--- src/rtl/wb_trace_buffer.sv ---
// Write-back trace capture: records retired register writes into a FWFT FIFO
// and drains them over valid/ready; drops (and counts) captures when full.
module wb_trace_buffer #(
    parameter int unsigned DEPTH = 16,
    parameter int unsigned PTR_W = 4
) (
    input  logic             clk,
    input  logic             rst,
    input  logic [31:0]      debug_wb_pc,
    input  logic [3:0]       debug_wb_rf_wen,
    input  logic [4:0]       debug_wb_rf_wnum,
    input  logic [31:0]      debug_wb_rf_wdata,
    input  logic             trace_en,
    input  logic             clr,
    output logic             out_valid,
    input  logic             out_ready,
    output logic [31:0]      out_pc,
    output logic [3:0]       out_wen,
    output logic [4:0]       out_wnum,
    output logic [31:0]      out_wdata,
    output logic [PTR_W:0]   count,
    output logic             full,
    output logic             empty,
    output logic [15:0]      overflow_cnt
);

    localparam logic [PTR_W:0] DEPTH_C = (PTR_W + 1)'(DEPTH);

    logic [72:0]      mem_q [DEPTH];
    logic [PTR_W-1:0] wr_ptr_q, wr_ptr_d;
    logic [PTR_W-1:0] rd_ptr_q, rd_ptr_d;
    logic [PTR_W:0]   count_q, count_d;
    logic [15:0]      ovf_q, ovf_d;

    logic        cap, push, pop;
    logic [72:0] entry_d;
    logic [72:0] head;

    assign full  = (count_q == DEPTH_C);
    assign empty = (count_q == '0);
    assign count = count_q;
    assign overflow_cnt = ovf_q;
    assign out_valid = !empty;

    always_comb begin
        cap     = trace_en && (debug_wb_rf_wen != '0) && (debug_wb_rf_wnum != '0);
        pop     = out_valid && out_ready && !clr;
        push    = cap && (!full || (out_valid && out_ready)) && !clr;
        entry_d = {debug_wb_pc, debug_wb_rf_wen, debug_wb_rf_wnum, debug_wb_rf_wdata};

        wr_ptr_d = wr_ptr_q;
        rd_ptr_d = rd_ptr_q;
        count_d  = count_q;
        ovf_d    = ovf_q;

        if (clr) begin
            wr_ptr_d = '0;
            rd_ptr_d = '0;
            count_d  = '0;
            ovf_d    = '0;
        end else begin
            if (push) wr_ptr_d = wr_ptr_q + PTR_W'(1);
            if (pop)  rd_ptr_d = rd_ptr_q + PTR_W'(1);
            if (push && !pop)      count_d = count_q + (PTR_W + 1)'(1);
            else if (pop && !push) count_d = count_q - (PTR_W + 1)'(1);
            if (cap && full && !pop && (ovf_q != '1)) ovf_d = ovf_q + 16'd1;
        end
    end

    always_comb begin
        head = empty ? '0 : mem_q[rd_ptr_q];
        out_pc    = head[72:41];
        out_wen   = head[40:37];
        out_wnum  = head[36:32];
        out_wdata = head[31:0];
    end

    always_ff @(posedge clk) begin
        if (rst) begin
            wr_ptr_q <= '0;
            rd_ptr_q <= '0;
            count_q  <= '0;
            ovf_q    <= '0;
        end else begin
            wr_ptr_q <= wr_ptr_d;
            rd_ptr_q <= rd_ptr_d;
            count_q  <= count_d;
            ovf_q    <= ovf_d;
        end
    end

    // Storage is not reset; only occupied slots are ever presented.
    always_ff @(posedge clk) begin
        if (!rst && push) mem_q[wr_ptr_q] <= entry_d;
    end

endmodule

--- config.mk ---
export PLATFORM = sky130hd
export DESIGN_NAME = wb_trace_buffer
export DESIGN_NICKNAME = d
export VERILOG_FILES = /design/src/rtl/wb_trace_buffer.sv
export SDC_FILE = /design/constraint.sdc
export NUM_CORES = 1
export LEC_CHECK = 0
export BUFFER_PORTS_ARGS = -buffer_cell sky130_fd_sc_hd__buf_2
export CAP_MARGIN = 30
export CORE_ASPECT_RATIO = 0.6
export CORE_MARGIN = 4
export CORE_UTILIZATION = 55
export CTS_CLUSTER_SIZE = 8
export DETAILED_ROUTE_END_ITERATION = 10
export PLACE_DENSITY = 0.72
export SYNTH_ARGS = -nofsm -noshare
export SYNTH_HDL_FRONTEND = slang
export SYNTH_SLANG_ARGS = --single-unit
--- constraint.sdc ---
create_clock -name clk -period 9.05 [get_ports clk]
set_input_delay 0 -clock clk [delete_from_list [all_inputs] [get_ports clk]]
set_output_delay 0 -clock clk [all_outputs]
set_load 0.05 [all_outputs]
Yosys cells after proc, flatten, opt, wreduce, memory -nomap -nowiden. Memories as Yosys holds them, arrays and structs flattened. A register that Yosys moved wholly into a read port is not among the register bits. Cells that the tools add are included.

Add/sub/neg operators: 5. Reductions and logical operators: 24. Muxes and demuxes: 7. Eq/ne operators: 2.

Operator list (count): $mux 73 (1); $add 16x1->16 const B (1); $ne 16x16->1 const B (1); $logic_and 1x1->1 (12); $mux 5 (2); $add 4x1->4 const B (2); $mux 4 (2); $logic_not 1->1 (6); $add 5x1->5 const B (1); $eq 5x5->1 const B (1); $logic_not 5->1 (1); $reduce_bool 5->1 (1); $sub 5x1->5 const B (1); $reduce_bool 4->1 (1); $mux 1 (2); $reduce_bool 2->1 (1); $reduce_or 2->1 (1); $logic_or 1x1->1 (1).

Output and inout port bits: 97. Logic and storage cells: 43. Memories: 1. Register bits after elaboration: 29. Bits in writable memories: 1168.

Memories: mem_q (words 16, bits a word 73, read ports 1, clocked after Yosys merged registers in 1, write ports 1, line 29) `logic [72:0] mem_q [DEPTH];`.

Longest topological paths before layout. Gate-level depths: netlist (run 1).

Depth in word-level cells: 10. Gate-level depth with buffers: 13.

Least setup slack after synthesis (run 1). OpenSTA, ideal clock, no wires.

Kind: reg2reg. Start: register count_q[0] (netlist: count[0]). End: memory mem_q[0][0], enable pin. Arrival: 6.541 ns. Slack: 1.916 ns. Cell stages (with the launch flop): 7. Buffers on the path: 1. Required time: 8.457 ns. Period minus slack after synthesis: 7.134 ns. Path through: dfxtp_1 > nor4_4 > nand3b_1 > nor2b_1 > clkbuf_1 > nand3_1 > nor3_1.

Longest elaborated chain between the ends: 9. Elaborated cells on any way between the ends: 11. Those cells by class: eq/ne: 1; mux: 2; reduce/logical: 8.

RTL lines: start: declaration (line 32) `logic [PTR_W:0] count_q, count_d;`; start signal: assignment (line 87) `count_q <= count_d;`; $logic_not 5->1 (line 40) `assign empty = (count_q == '0);`; $logic_not 1->1 (line 43) `assign out_valid = !empty;`; $logic_and 1x1->1 (line 48) `push = cap && (!full || (out_valid && out_ready)) && !clr;`; $logic_or 1x1->1 (*) (line 48); $logic_and 1x1->1 (*) (2 in series) (line 48); $logic_and 1x1->1 (*) (line 94) `if (!rst && push) mem_q[wr_ptr_q] <= entry_d;`; $mux 1 (*) (line 94); $mux 1 (implied by the code) (*) (line 94); end: declaration (line 29).

Every way passes the cells marked *; elsewhere a longest branch is shown, timed or not.

==> results of run 1 <==
-- critical path, cell delays in order (launching register included) --
cell,delay (ns)
sky130_fd_sc_hd__dfxtp_4,0.72
sky130_fd_sc_hd__buf_4,0.37
sky130_fd_sc_hd__buf_16,0.34
sky130_fd_sc_hd__buf_12,0.70
sky130_fd_sc_hd__mux4_2,0.35
sky130_fd_sc_hd__mux2i_1,0.11
sky130_fd_sc_hd__o22ai_1,0.41
sky130_fd_sc_hd__buf_2,0.35
-- cell families (layout without fill, tap and decap cells) --
kind of cell | after synthesis | count (layout) | synth area share (%)
DFF | 1201 | 1201 | 78.1
buffers and inverters | 112 | 521 | 1.01
adders and majority gates | 11 | 11 | 0.317
xor gates and xnor gates | 20 | 20 | 0.383
muxes | 440 | 440 | 17.6
other | 0 | 2 | 0
AOI/OAI and AO/OA | 95 | 95 | 1.30
and+or+nand+nor | 115 | 115 | 1.33
-- per-layer routing --
metal | track usage (%) | part of all wire, % | up-vias
li1 | - | - | 9196
met1 | 33.4 | 41 | 11700
met3 | 3.85 | 7.0 | 140
met4 | 6.98 | 1.8 | 2
met2 | 38.4 | 50 | 941
met5 | 0 | 0.013 | -
-- metrics by stage --
step	total power (uW)	setup WS [ns]
CTS	12400	4.46
floorplan	6580	1.92
finish	12200	4.87
detailed placement	6790	5.28
global route	12700	4.58
global placement	6770	5.13
-- worst paths after layout --
kind / to
worst max register to register: mem_q[2][27]$_DFFE_PP_
worst min-delay path: mem_q[6][61]$_DFFE_PP_
worst max-delay path: out_pc[11]
worst min register to register: overflow_cnt[11]$_SDFFE_PP0P_
-- where the power goes --
group          switching (uW)  total (uW)  internal, uW
clock                    2120        5520          3400
combinational             415         578           162
sequential               8.14        6140          6130
-- synth_stat cells (9+ instances only) --
| master | count |
|---|---|
| sky130_fd_sc_hd__edfxtp_1 | 1168 |
| sky130_fd_sc_hd__mux4_2 | 292 |
| sky130_fd_sc_hd__mux2i_1 | 148 |
| sky130_fd_sc_hd__o22ai_1 | 73 |
| sky130_fd_sc_hd__clkbuf_1 | 57 |
| sky130_fd_sc_hd__nor2_1 | 37 |
| sky130_fd_sc_hd__buf_2 | 34 |
| sky130_fd_sc_hd__dfxtp_1 | 33 |
| sky130_fd_sc_hd__nand2_1 | 17 |
| sky130_fd_sc_hd__xnor2_1 | 16 |
| sky130_fd_sc_hd__buf_1 | 14 |
| sky130_fd_sc_hd__nand3_1 | 12 |
| sky130_fd_sc_hd__a21oi_1 | 10 |
| sky130_fd_sc_hd__ha_1 | 10 |
| sky130_fd_sc_hd__nor4_1 | 9 |
-- sequential cells by signal (all words and copies together) (netlist names), named ones only --
| register | flops |
|---|---|
| mem_q | 1168 |
| overflow_cnt | 16 |
| count | 5 |
| rd_ptr_q | 4 |
| wr_ptr_q | 4 |
-- cell type report --
type | instances | area (um^2) | area share (%)
Clock buffer | 197 | 4420 | 8.24
Sequential cell | 1201 | 35700 | 66.7
Clock inverter | 9 | 136 | 0.254
Inverter | 7 | 26.3 | 0.0490
Timing Repair Buffer | 308 | 2240 | 4.17
Antenna cell | 2 | 5.00 | 0.00933
Tap cell | 1079 | 1350 | 2.52
Multi-Input combinational cell | 681 | 9700 | 18.1
-- what timing repair did --
action,in CTS,in global routing
setup endpoints to repair,0,0
gates resized for setup,0,0
hold buffers,80,0
hold endpoints to repair,1201,0
==> Flow_metrics.wiki, run 1 <==
{| class="wikitable"
! Metric !! Value
|-
| Reg2Reg Setup Slack || 5.45 ns
|-
| Fraction of the yosys area taken by sequential cells || 78.1%
|-
| Core Footprint || 82,000 um^2
|-
| Top-level port count || 175
|-
| Starting density of the core || 55.8%
|-
| Most frequent cells in the layout || 1,168 x sky130_fd_sc_hd__edfxtp_1, 292 x sky130_fd_sc_hd__mux4_2, 175 x sky130_fd_sc_hd__buf_2, 173 x sky130_fd_sc_hd__clkbuf_16, 148 x sky130_fd_sc_hd__mux2i_1
|-
| Vias in the first global route || 22,800
|-
| Synthesized instance count || 1,994
|-
| Net count of the finished layout || 2,456
|-
| Routed len/inst || 29.1 um
|-
| Number of cells on the worst hold path || 2
|-
| Ys flop type || sky130_fd_sc_hd__edfxtp_1
|-
| Antenna-violating nets left || 0
|-
| Number of setup violations in the final report || 0
|-
| Synthesized cell area || 45,800 um^2
|-
| Max H-tree Level || 4
|-
| Critical path data required time || 9.05 ns
|-
| Library cells used by synthesis || 43
|-
| Top-area cell type share of the netlist area || 76.6%
|-
| HPWL Detailed || 48,800 um
|-
| Share of flip-flops with an asynchronous set or reset || 0%
|-
| Aggregate routed wire length || 101,000 um
|-
| Die ar. || 88,100 um^2
|-
| Top achievable clock speed || 239 MHz
|-
| Pin slew with the least headroom to its limit || 1.02 ns
|-
| CTS tree || yes
|-
| Finished layout cell area || 53,600 um^2
|-
| Non-Filler Instances || 3,484
|-
| Critical path fanouts, max || 142
|-
| Type of the worst min-delay path || input port to flop
|-
| GR Overflow Total || 0
|-
| Setup TNS || 0 ns
|-
| Cell taking the most area after synthesis || sky130_fd_sc_hd__edfxtp_1
|-
| Number of clock buffers inserted by TritonCTS || 168
|-
| Placed instance area || 48,200 um^2
|-
| Outcome || completed
|-
| Unrepaired setup endpoints after global routing || false
|-
| Final worst clock skew || 0.0171 ns
|-
| 1st-pass router iterations || 6
|-
| Starting DRC count in detailed routing || 2,634
|-
| Cell chosen for the clock root || sky130_fd_sc_hd__clkbuf_16
|-
| Maximum vdd drop || 0.241 mV
|-
| Height of the die || 231 um
|-
| Avg Inst Size Synth || 23.0 um^2
|-
| Total number of placement rows || 81
|-
| Fraction of layout instances using a drive strength above 1 || 30.4%
|-
| Clock-pin slew reported for the worst setup and hold paths after clock tree synthesis || 0.05 ns
|-
| Global-route wire length before repair || 152,000 um
|-
| Placed Instances || 3,193
|-
| Maximum number of pins on one net before global-route repair || 143
|-
| Syn_nets || 2,083
|-
| # DRC || 0
|-
| Total number of vias || 22,000
|-
| Slew Viols, Final || 0
|-
| Synth Warn # || 0
|-
| Maximum buffer depth of the clock tree || 3
|-
| # port buffers || 174
|-
| Number of filler instances in the final layout || 5,136
|-
| Crit path arrival time || 4.18 ns
|-
| Clock Sinks || 1,201
|-
| Post-synth EDFFs || 1,168
|-
| Fin. Hold Viols || 0
|-
| Worst slew margin relative to its limit || 32.1%
|-
| FF+latch count, synth || 1,201
|-
| Number of maximum-capacitance violations || 0
|-
| X dimension of the die || 380 um
|-
| Final RePlAce weighted congestion || 0.750
|-
| CP startpoint kind || flop
|-
| Avg Vias per Cell || 6.30
|-
| Worst Reg2Reg Path Length in Cells || 7
|-
| Area growth syn-to-layout || 17.1%
|-
| Post-layout utilization of the core || 65.4%
|-
| Power per standard cell area || 228 nW/um^2
|-
| Number of antenna violations at the first check in global routing || 4
|-
| Critical path start-end classification || flop to output port
|-
| Most common cell after layout, fill and taps aside || sky130_fd_sc_hd__edfxtp_1
|-
| Total track usage || 23.5%
|-
| Fraction of the cycle the final worst path needs || 46.1%
|-
| Minimum hold slack || 0.190 ns
|-
| Pleak || 0.0166 uW
|-
| Buffers inserted during post-CTS setup optimization || 0
|-
| Clock network latency to the later pin of the worst-skew pair || 0.75 ns
|-
| Crit path capture type || output port
|-
| Tmin final || 4.18 ns
|-
| Synth top area cells || sky130_fd_sc_hd__edfxtp_1 77%, sky130_fd_sc_hd__mux4_2 14%, sky130_fd_sc_hd__mux2i_1 3.2%
|-
| Beginning of the worst register-to-register path || count[0]$_SDFFE_PP0P_
|-
| Startpoint of the most critical hold path || debug_wb_pc[20]
|}
Power figures use the tool's default switching activity.
==> inputs of run 2 (changes only) <==
PLACE_DENSITY = 0.75   (was 0.72)
clock period = 3.45 ns   (was 9.05 ns; I/O delays follow)
==> run 2 against run 1 <==
Net effect:
- non-clock buffer count increased by 15
- critical path depth decreased by 1
- sequential share of layout area decreased by 0.55 points
- register-to-register slack got worse by 5.0 ns
- flip-flop and latch count unchanged
- total power increased to 2.6 times the previous value
==> Flow_metrics.wiki, run 2 (same netlist as run 1, synthesis figures left out) <==
{| class="wikitable"
! Metric !! Value
|-
| Outcome || completed
|-
| Total track usage || 24.6% (+1.1 points)
|-
| Avg Vias per Cell || 6.40 (+1.6%)
|-
| Cell chosen for the clock root || sky130_fd_sc_hd__clkbuf_16
|-
| Vias in the first global route || 23,700 (+3.9%)
|-
| HPWL Detailed || 52,000 um (+6.6%)
|-
| Final RePlAce weighted congestion || 0.784 (+4.5%)
|-
| # port buffers || 174 (unchanged)
|-
| Tmin final || 3.23 ns
|-
| Number of setup violations in the final report || 0 (unchanged)
|-
| Fraction of the cycle the final worst path needs || 93.7%
|-
| Fin. Hold Viols || 0 (unchanged)
|-
| Die ar. || 88,100 um^2 (unchanged)
|-
| Number of maximum-capacitance violations || 0 (unchanged)
|-
| Global-route wire length before repair || 158,000 um (+4.2%)
|-
| Final worst clock skew || 0.0367 ns (+0.0195 ns)
|-
| Non-Filler Instances || 3,497 (+0.37%)
|-
| Fraction of layout instances using a drive strength above 1 || 31.4% (+0.97 points)
|-
| Top achievable clock speed || 309 MHz
|-
| Starting density of the core || 55.8% (unchanged)
|-
| Number of clock buffers inserted by TritonCTS || 168 (unchanged)
|-
| Max H-tree Level || 4 (unchanged)
|-
| Routed len/inst || 30.3 um (+4.4%)
|-
| Maximum vdd drop || 0.550 mV (+130%)
|-
| Maximum buffer depth of the clock tree || 3 (unchanged)
|-
| Reg2Reg Setup Slack || 0.43 ns (-5.02 ns)
|-
| Setup TNS || 0 ns (unchanged)
|-
| Clock-pin slew reported for the worst setup and hold paths after clock tree synthesis || 0.06 ns (about the same)
|-
| Starting DRC count in detailed routing || 2,786 (+5.8%)
|-
| Placed Instances || 3,213 (+0.63%)
|-
| Unrepaired setup endpoints after global routing || false
|-
| Total number of vias || 22,400 (+2.0%)
|-
| Height of the die || 231 um (unchanged)
|-
| CTS tree || yes
|-
| Net count of the finished layout || 2,472 (+0.65%)
|-
| Power per standard cell area || 596 nW/um^2 (+160%)
|-
| Core Footprint || 82,000 um^2 (unchanged)
|-
| Area growth syn-to-layout || 18.2%
|-
| CP startpoint kind || flop
|-
| Critical path fanouts, max || 29 (-80%)
|-
| Antenna-violating nets left || 0 (unchanged)
|-
| GR Overflow Total || 0 (unchanged)
|-
| Aggregate routed wire length || 106,000 um (+4.8%)
|-
| Type of the worst min-delay path || input port to flop
|-
| Number of antenna violations at the first check in global routing || 8 (+4)
|-
| Most common cell after layout, fill and taps aside || sky130_fd_sc_hd__edfxtp_1
|-
| Clock network latency to the later pin of the worst-skew pair || 0.77 ns (+0.02 ns)
|-
| Crit path capture type || output port
|-
| Crit path arrival time || 3.23 ns (-0.95 ns)
|-
| Most frequent cells in the layout || 1,168 x sky130_fd_sc_hd__edfxtp_1, 292 x sky130_fd_sc_hd__mux4_2, 174 x sky130_fd_sc_hd__buf_2, 168 x sky130_fd_sc_hd__clkbuf_16, 148 x sky130_fd_sc_hd__mux2i_1
|-
| Register with the highest flop count || mem_q
|-
| Critical path start-end classification || flop to output port
|-
| CP endpoint || out_wen[3]
|-
| Maximum number of pins on one net before global-route repair || 74 (-48%)
|-
| Worst Reg2Reg Path Length in Cells || 12 (+5)
|-
| X dimension of the die || 380 um (unchanged)
|-
| Beginning of the worst register-to-register path || count[0]$_SDFFE_PP0P_
|-
| 1st-pass router iterations || 7 (+1)
|-
| Number of flip-flops under the largest register name || 1,168 (unchanged)
|-
| Worst slew margin relative to its limit || 49.3% (+17 points)
|-
| Slew Viols, Final || 0 (unchanged)
|-
| Pin slew with the least headroom to its limit || 0.761 ns (-0.257 ns)
|-
| Critical path data required time || 3.45 ns (-5.60 ns)
|-
| Total number of placement rows || 81 (unchanged)
|-
| # DRC || 0 (unchanged)
|-
| Pleak || 0.0167 uW (+0.62%)
|-
| Capture instance of the worst register-to-register path || count[4]$_SDFFE_PP0P_
|-
| Clock Sinks || 1,201 (unchanged)
|-
| Top-level port count || 175 (unchanged)
|}
[run 2: changes by cell type in the layout (fill, tap and decap cells not counted), moves of 2 or more]
cell and change:
sky130_fd_sc_hd__dfxtp_1 -5, sky130_fd_sc_hd__clkinv_8 +4, sky130_fd_sc_hd__nor3_2 -4, sky130_fd_sc_hd__buf_16 -5, sky130_fd_sc_hd__clkbuf_1 -6, sky130_fd_sc_hd__inv_16 +2
sky130_fd_sc_hd__dlygate4sd3_1 -2, sky130_fd_sc_hd__dfxtp_4 +4, sky130_fd_sc_hd__clkinv_16 +4, sky130_fd_sc_hd__inv_6 -2, sky130_fd_sc_hd__buf_4 -6, sky130_fd_sc_hd__clkbuf_16 -5
sky130_fd_sc_hd__nor3_4 +4, sky130_fd_sc_hd__buf_12 +28
[run 2: cell type report]
class,instances,area [um^2]
multi-input cells,682,9750
clock buffers,186,4270
inverters,7,26.3
fillers,4992,27900
flip-flops and latches,1201,35800
repair buffers,323,2600
clock inverters,16,318
diodes,3,7.51
well taps,1079,1350
[run 2: power by group]
group	internal (uW)	leakage, uW	switching (uW)
clock network	8700	0.00223	5880
logic	449	0.00373	1130
registers	16100	0.0108	25.2
total	25200	0.0167	7040
[run 2: worst min-delay path by stage]
stage,start,endpoint,depth (start not counted),slack (ns)
finish,trace_en,wr_ptr_q[0]$_SDFFE_PP0P_,6,0.14
CTS,trace_en,wr_ptr_q[0]$_SDFFE_PP0P_,6,0.1
global route,trace_en,wr_ptr_q[0]$_SDFFE_PP0P_,6,0.11
floorplan,debug_wb_rf_wdata[0],mem_q[0][0]$_DFFE_PP_,0,0.1
global placement,out_ready,flop,3,0.32
detailed placement,out_ready,flop,3,0.36
[run 2: worst max-delay path, cell delays in order (launching register included)]
cell and delay [ns]:
sky130_fd_sc_hd__dfxtp_4 0.71, sky130_fd_sc_hd__buf_12 0.33, sky130_fd_sc_hd__buf_4 0.30, sky130_fd_sc_hd__mux4_2 0.57, sky130_fd_sc_hd__mux2i_1 0.16, sky130_fd_sc_hd__o22ai_1 0.10, sky130_fd_sc_hd__buf_2 0.23
[run 2: repair_timing]
| item | 4_1_cts | 5_1_grt |
|---|---|---|
| hold buffers | 78 | 0 |
| endpoints found under the setup margin | 0 | 5 |
| resized for setup | 0 | 3 |
| setup buffers | 0 | 0 |
| hold endpoints to repair | 1201 | 0 |
[run 2: layer usage]
metal	vias up	GRT usage (%)	wire, um
met5	-	0	55
met4	8	8.21	2480
met3	161	5.80	9180
met2	1172	39.0	52500
met1	11800	34.3	41900
li1	9212	-	-
[run 2: per-stage QoR]
| step | util [%] | cell area (um^2) | hold WS, ns | total power, uW | setup WS (ns) |
|---|---|---|---|---|---|
| after floorplan | - | 45900 | 0.0989 | 17300 | -0.139 |
| after global placement | 59.4 | 48700 | 0.323 | 17800 | 0.154 |
| after detailed placement | 59.4 | 48700 | 0.356 | 17900 | 0.153 |
| after CTS | 65.9 | 54100 | 0.0984 | 32500 | 0.0385 |
| after global routing | 66.0 | 54100 | 0.106 | 33300 | 0.0193 |
| final | 66.0 | 54100 | 0.143 | 32300 | 0.218 |
==> inputs of run 3 (changes only) <==
==> constraint.sdc (replaced) <==
create_clock -name clk -period 3.45 [get_ports clk]
set_input_delay 0 -clock clk [delete_from_list [all_inputs] [get_ports clk]]
set_output_delay 0 -clock clk [all_outputs]
set_load 0.02 [all_outputs]
==> run 3 against run 2 <==
Net effect:
- combinational power decreased by 18%
- via count up 1.3%
- register-to-register slack about the same
- clock skew is 0.0047 ns lower
- global-route usage about the same
- utilization is 0.12 points higher
- final area is 0.19% higher
- wire length decreased by 0.45%
- clock-buffer cell count unchanged
- sequential share of layout area down 0.14 points
- critical path type unchanged
- highest routed layer unchanged
==> Flow_metrics.wiki, run 3 (same netlist as run 1, synthesis figures left out) <==
{| class="wikitable"
! Metric !! Value
|-
| Starting density of the core || 55.8% (unchanged)
|-
| Fraction of the cycle the final worst path needs || 93.6% (about the same)
|-
| Maximum vdd drop || 0.535 mV (-2.8%)
|-
| Post-layout utilization of the core || 66.1% (+0.12 points)
|-
| Pin slew with the least headroom to its limit || 0.956 ns (+0.195 ns)
|-
| Slew Viols, Final || 0 (unchanged)
|-
| Avg Vias per Cell || 6.47 (+1.1%)
|-
| Final worst clock skew || 0.0319 ns (-0.00475 ns)
|-
| 1st-pass router iterations || 5 (-2)
|-
| Total number of vias || 22,700 (+1.3%)
|-
| # hold bufs at CTS || 78 (unchanged)
|-
| Clock Sinks || 1,201 (unchanged)
|-
| Critical path fanouts, max || 32 (+10%)
|-
| Number of setup violations in the final report || 0 (unchanged)
|-
| Buffers inserted during post-CTS setup optimization || 0 (unchanged)
|-
| Number of antenna violations at the first check in global routing || 4 (-4)
|-
| Fraction of layout instances using a drive strength above 1 || 31.6% (+0.17 points)
|-
| Net count of the finished layout || 2,481 (+0.36%)
|-
| Switching power share of the total || 20.9% (-0.90 points)
|-
| Critical path data required time || 3.45 ns (about the same)
|-
| GR Overflow Total || 0 (unchanged)
|-
| Antenna-violating nets left || 0 (unchanged)
|-
| Routed len/inst || 30.1 um (-0.67%)
|-
| Fin. Hold Viols || 0 (unchanged)
|-
| Height of the die || 231 um (unchanged)
|-
| Comb pwr share || 4.1% (-0.8 points)
|-
| Critical path start-end classification || flop to output port
|-
| Outcome || completed
|-
| X dimension of the die || 380 um (unchanged)
|-
| Number of maximum-capacitance violations || 0 (unchanged)
|-
| Cell chosen for the clock root || sky130_fd_sc_hd__clkbuf_16
|-
| Vias in the first global route || 23,900 (+0.82%)
|-
| Clk network pwr share || 45.5% (+0.3 points)
|-
| Total track usage || 24.6% (+0.042 points)
|-
| HPWL Detailed || 54,300 um (+4.4%)
|-
| Setup TNS || 0 ns (unchanged)
|-
| Number of clock buffers inserted by TritonCTS || 168 (unchanged)
|-
| Internal Pwr Total || 25,200 uW (about the same)
|-
| Starting DRC count in detailed routing || 2,864 (+2.8%)
|-
| Unrepaired setup endpoints after global routing || false
|-
| Final RePlAce weighted congestion || 0.790 (+0.75%)
|-
| Type of the worst min-delay path || input port to flop
|-
| Worst slew margin relative to its limit || 36.3% (-13 points)
|-
| Maximum number of pins on one net before global-route repair || 83 (+12%)
|-
| Global-route wire length before repair || 160,000 um (+1.1%)
|-
| Crit path arrival time || 3.23 ns (about the same)
|-
| Sequential share of power || 50.5% (+0.6 points)
|-
| Clock-pin slew reported for the worst setup and hold paths after clock tree synthesis || 0.05 ns (about the same)
|-
| Top achievable clock speed || 310 MHz (about the same)
|-
| CTS tree || yes
|-
| Total number of placement rows || 81 (unchanged)
|-
| Top-level port count || 175 (unchanged)
|-
| Placed instance area || 48,800 um^2 (+0.23%)
|-
| Most frequent cells in the layout || 1,168 x sky130_fd_sc_hd__edfxtp_1, 292 x sky130_fd_sc_hd__mux4_2, 175 x sky130_fd_sc_hd__buf_2, 168 x sky130_fd_sc_hd__clkbuf_16, 148 x sky130_fd_sc_hd__mux2i_1
|-
| Tmin final || 3.23 ns (-0.00138 ns)
|-
| Aggregate routed wire length || 106,000 um (-0.45%)
|-
| # port buffers || 174 (unchanged)
|-
| # DRC || 0 (unchanged)
|-
| Reg2Reg Setup Slack || 0.43 ns (about the same)
|-
| Finished layout cell area || 54,200 um^2 (+0.19%)
|-
| DP Worst Slack || 0.380 ns (+0.227 ns)
|-
| Register with the highest flop count || mem_q
|-
| Max H-tree Level || 4 (unchanged)
|-
| Number of flip-flops under the largest register name || 1,168 (unchanged)
|-
| Fin worst setup slack || 0.219 ns (+0.00138 ns)
|-
| Most common cell after layout, fill and taps aside || sky130_fd_sc_hd__edfxtp_1
|-
| Maximum buffer depth of the clock tree || 3 (unchanged)
|-
| Clock network latency to the later pin of the worst-skew pair || 0.75 ns (-0.02 ns)
|-
| CP startpoint kind || flop
|-
| Area growth syn-to-layout || 18.4%
|-
| Crit path capture type || output port
|-
| Core Footprint || 82,000 um^2 (unchanged)
|-
| Power per standard cell area || 588 nW/um^2 (-1.3%)
|-
| Pleak || 0.0168 uW (+0.40%)
|-
| Total net switching power || 6670 uW (-5.2%)
|-
| Die ar. || 88,100 um^2 (unchanged)
|-
| PostCTS Resize Cnt || 0 (unchanged)
|}
[run 3: area by class of cell]
class	instances	area (um^2)
Multi-Input combinational cell	681	9730
Tap cell	1079	1350
Sequential cell	1201	35800
Clock inverter	16	314
Timing Repair Buffer	333	2740
Fill cell	4936	27800
Inverter	7	26.3
Clock buffer	186	4270
Antenna cell	2	5.00
[run 3: metrics by stage]
stage / power, uW / instances / hold WS [ns]
final: 31900 / 3505 / 0.154
after global routing: 33000 / 3503 / 0.151
after CTS: 32100 / 3502 / 0.0900
after detailed placement: 17600 / 3222 / 0.329
after global placement: 17500 / 3216 / 0.341
after floorplan: 17000 / 1994 / 0.0989
[run 3: path summary, 6_finish.rpt]
path / from / end / depth (start not counted)
max reg2reg: count[0]$_SDFFE_PP0P_ / count[4]$_SDFFE_PP0P_ / 12
max: count[0]$_SDFFE_PP0P_ / out_pc[12] / 6
min: trace_en / overflow_cnt[5]$_SDFFE_PP0P_ / 7
min reg2reg: overflow_cnt[11]$_SDFFE_PP0P_ / overflow_cnt[11]$_SDFFE_PP0P_ / 2
[run 3: critical path: stages, from the launching register on]
cell and delay, ns:
sky130_fd_sc_hd__dfxtp_2 0.36, sky130_fd_sc_hd__nor4_4 0.42, sky130_fd_sc_hd__nand2_1 0.34, sky130_fd_sc_hd__nand2_4 0.50, sky130_fd_sc_hd__buf_12 0.33, sky130_fd_sc_hd__o22ai_1 0.25, sky130_fd_sc_hd__buf_2 0.24
[run 3: routing by layer]
metal / GRT usage [%] / share of wire (%) / routed length (um) / vias up
li1: - / - / - / 9241
met1: 35.4 / 40 / 42500 / 12000
met2: 38.6 / 49 / 51300 / 1284
met3: 5.01 / 8.5 / 8980 / 200
met4: 8.29 / 2.6 / 2720 / 4
met5: 0 / 0.026 / 27 / -
[run 3: power by group through the flow]
stage | combinational (uW) | sequential [uW] | clock, uW
6_report | 1300 | 16100 | 14500
5_1_grt | 1380 | 16100 | 15500
4_1_cts | 1300 | 16100 | 14700
3_5_place_dp | 1220 | 16400 | 0
3_3_place_gp | 1180 | 16400 | 0
2_1_floorplan | 610 | 16400 | 0
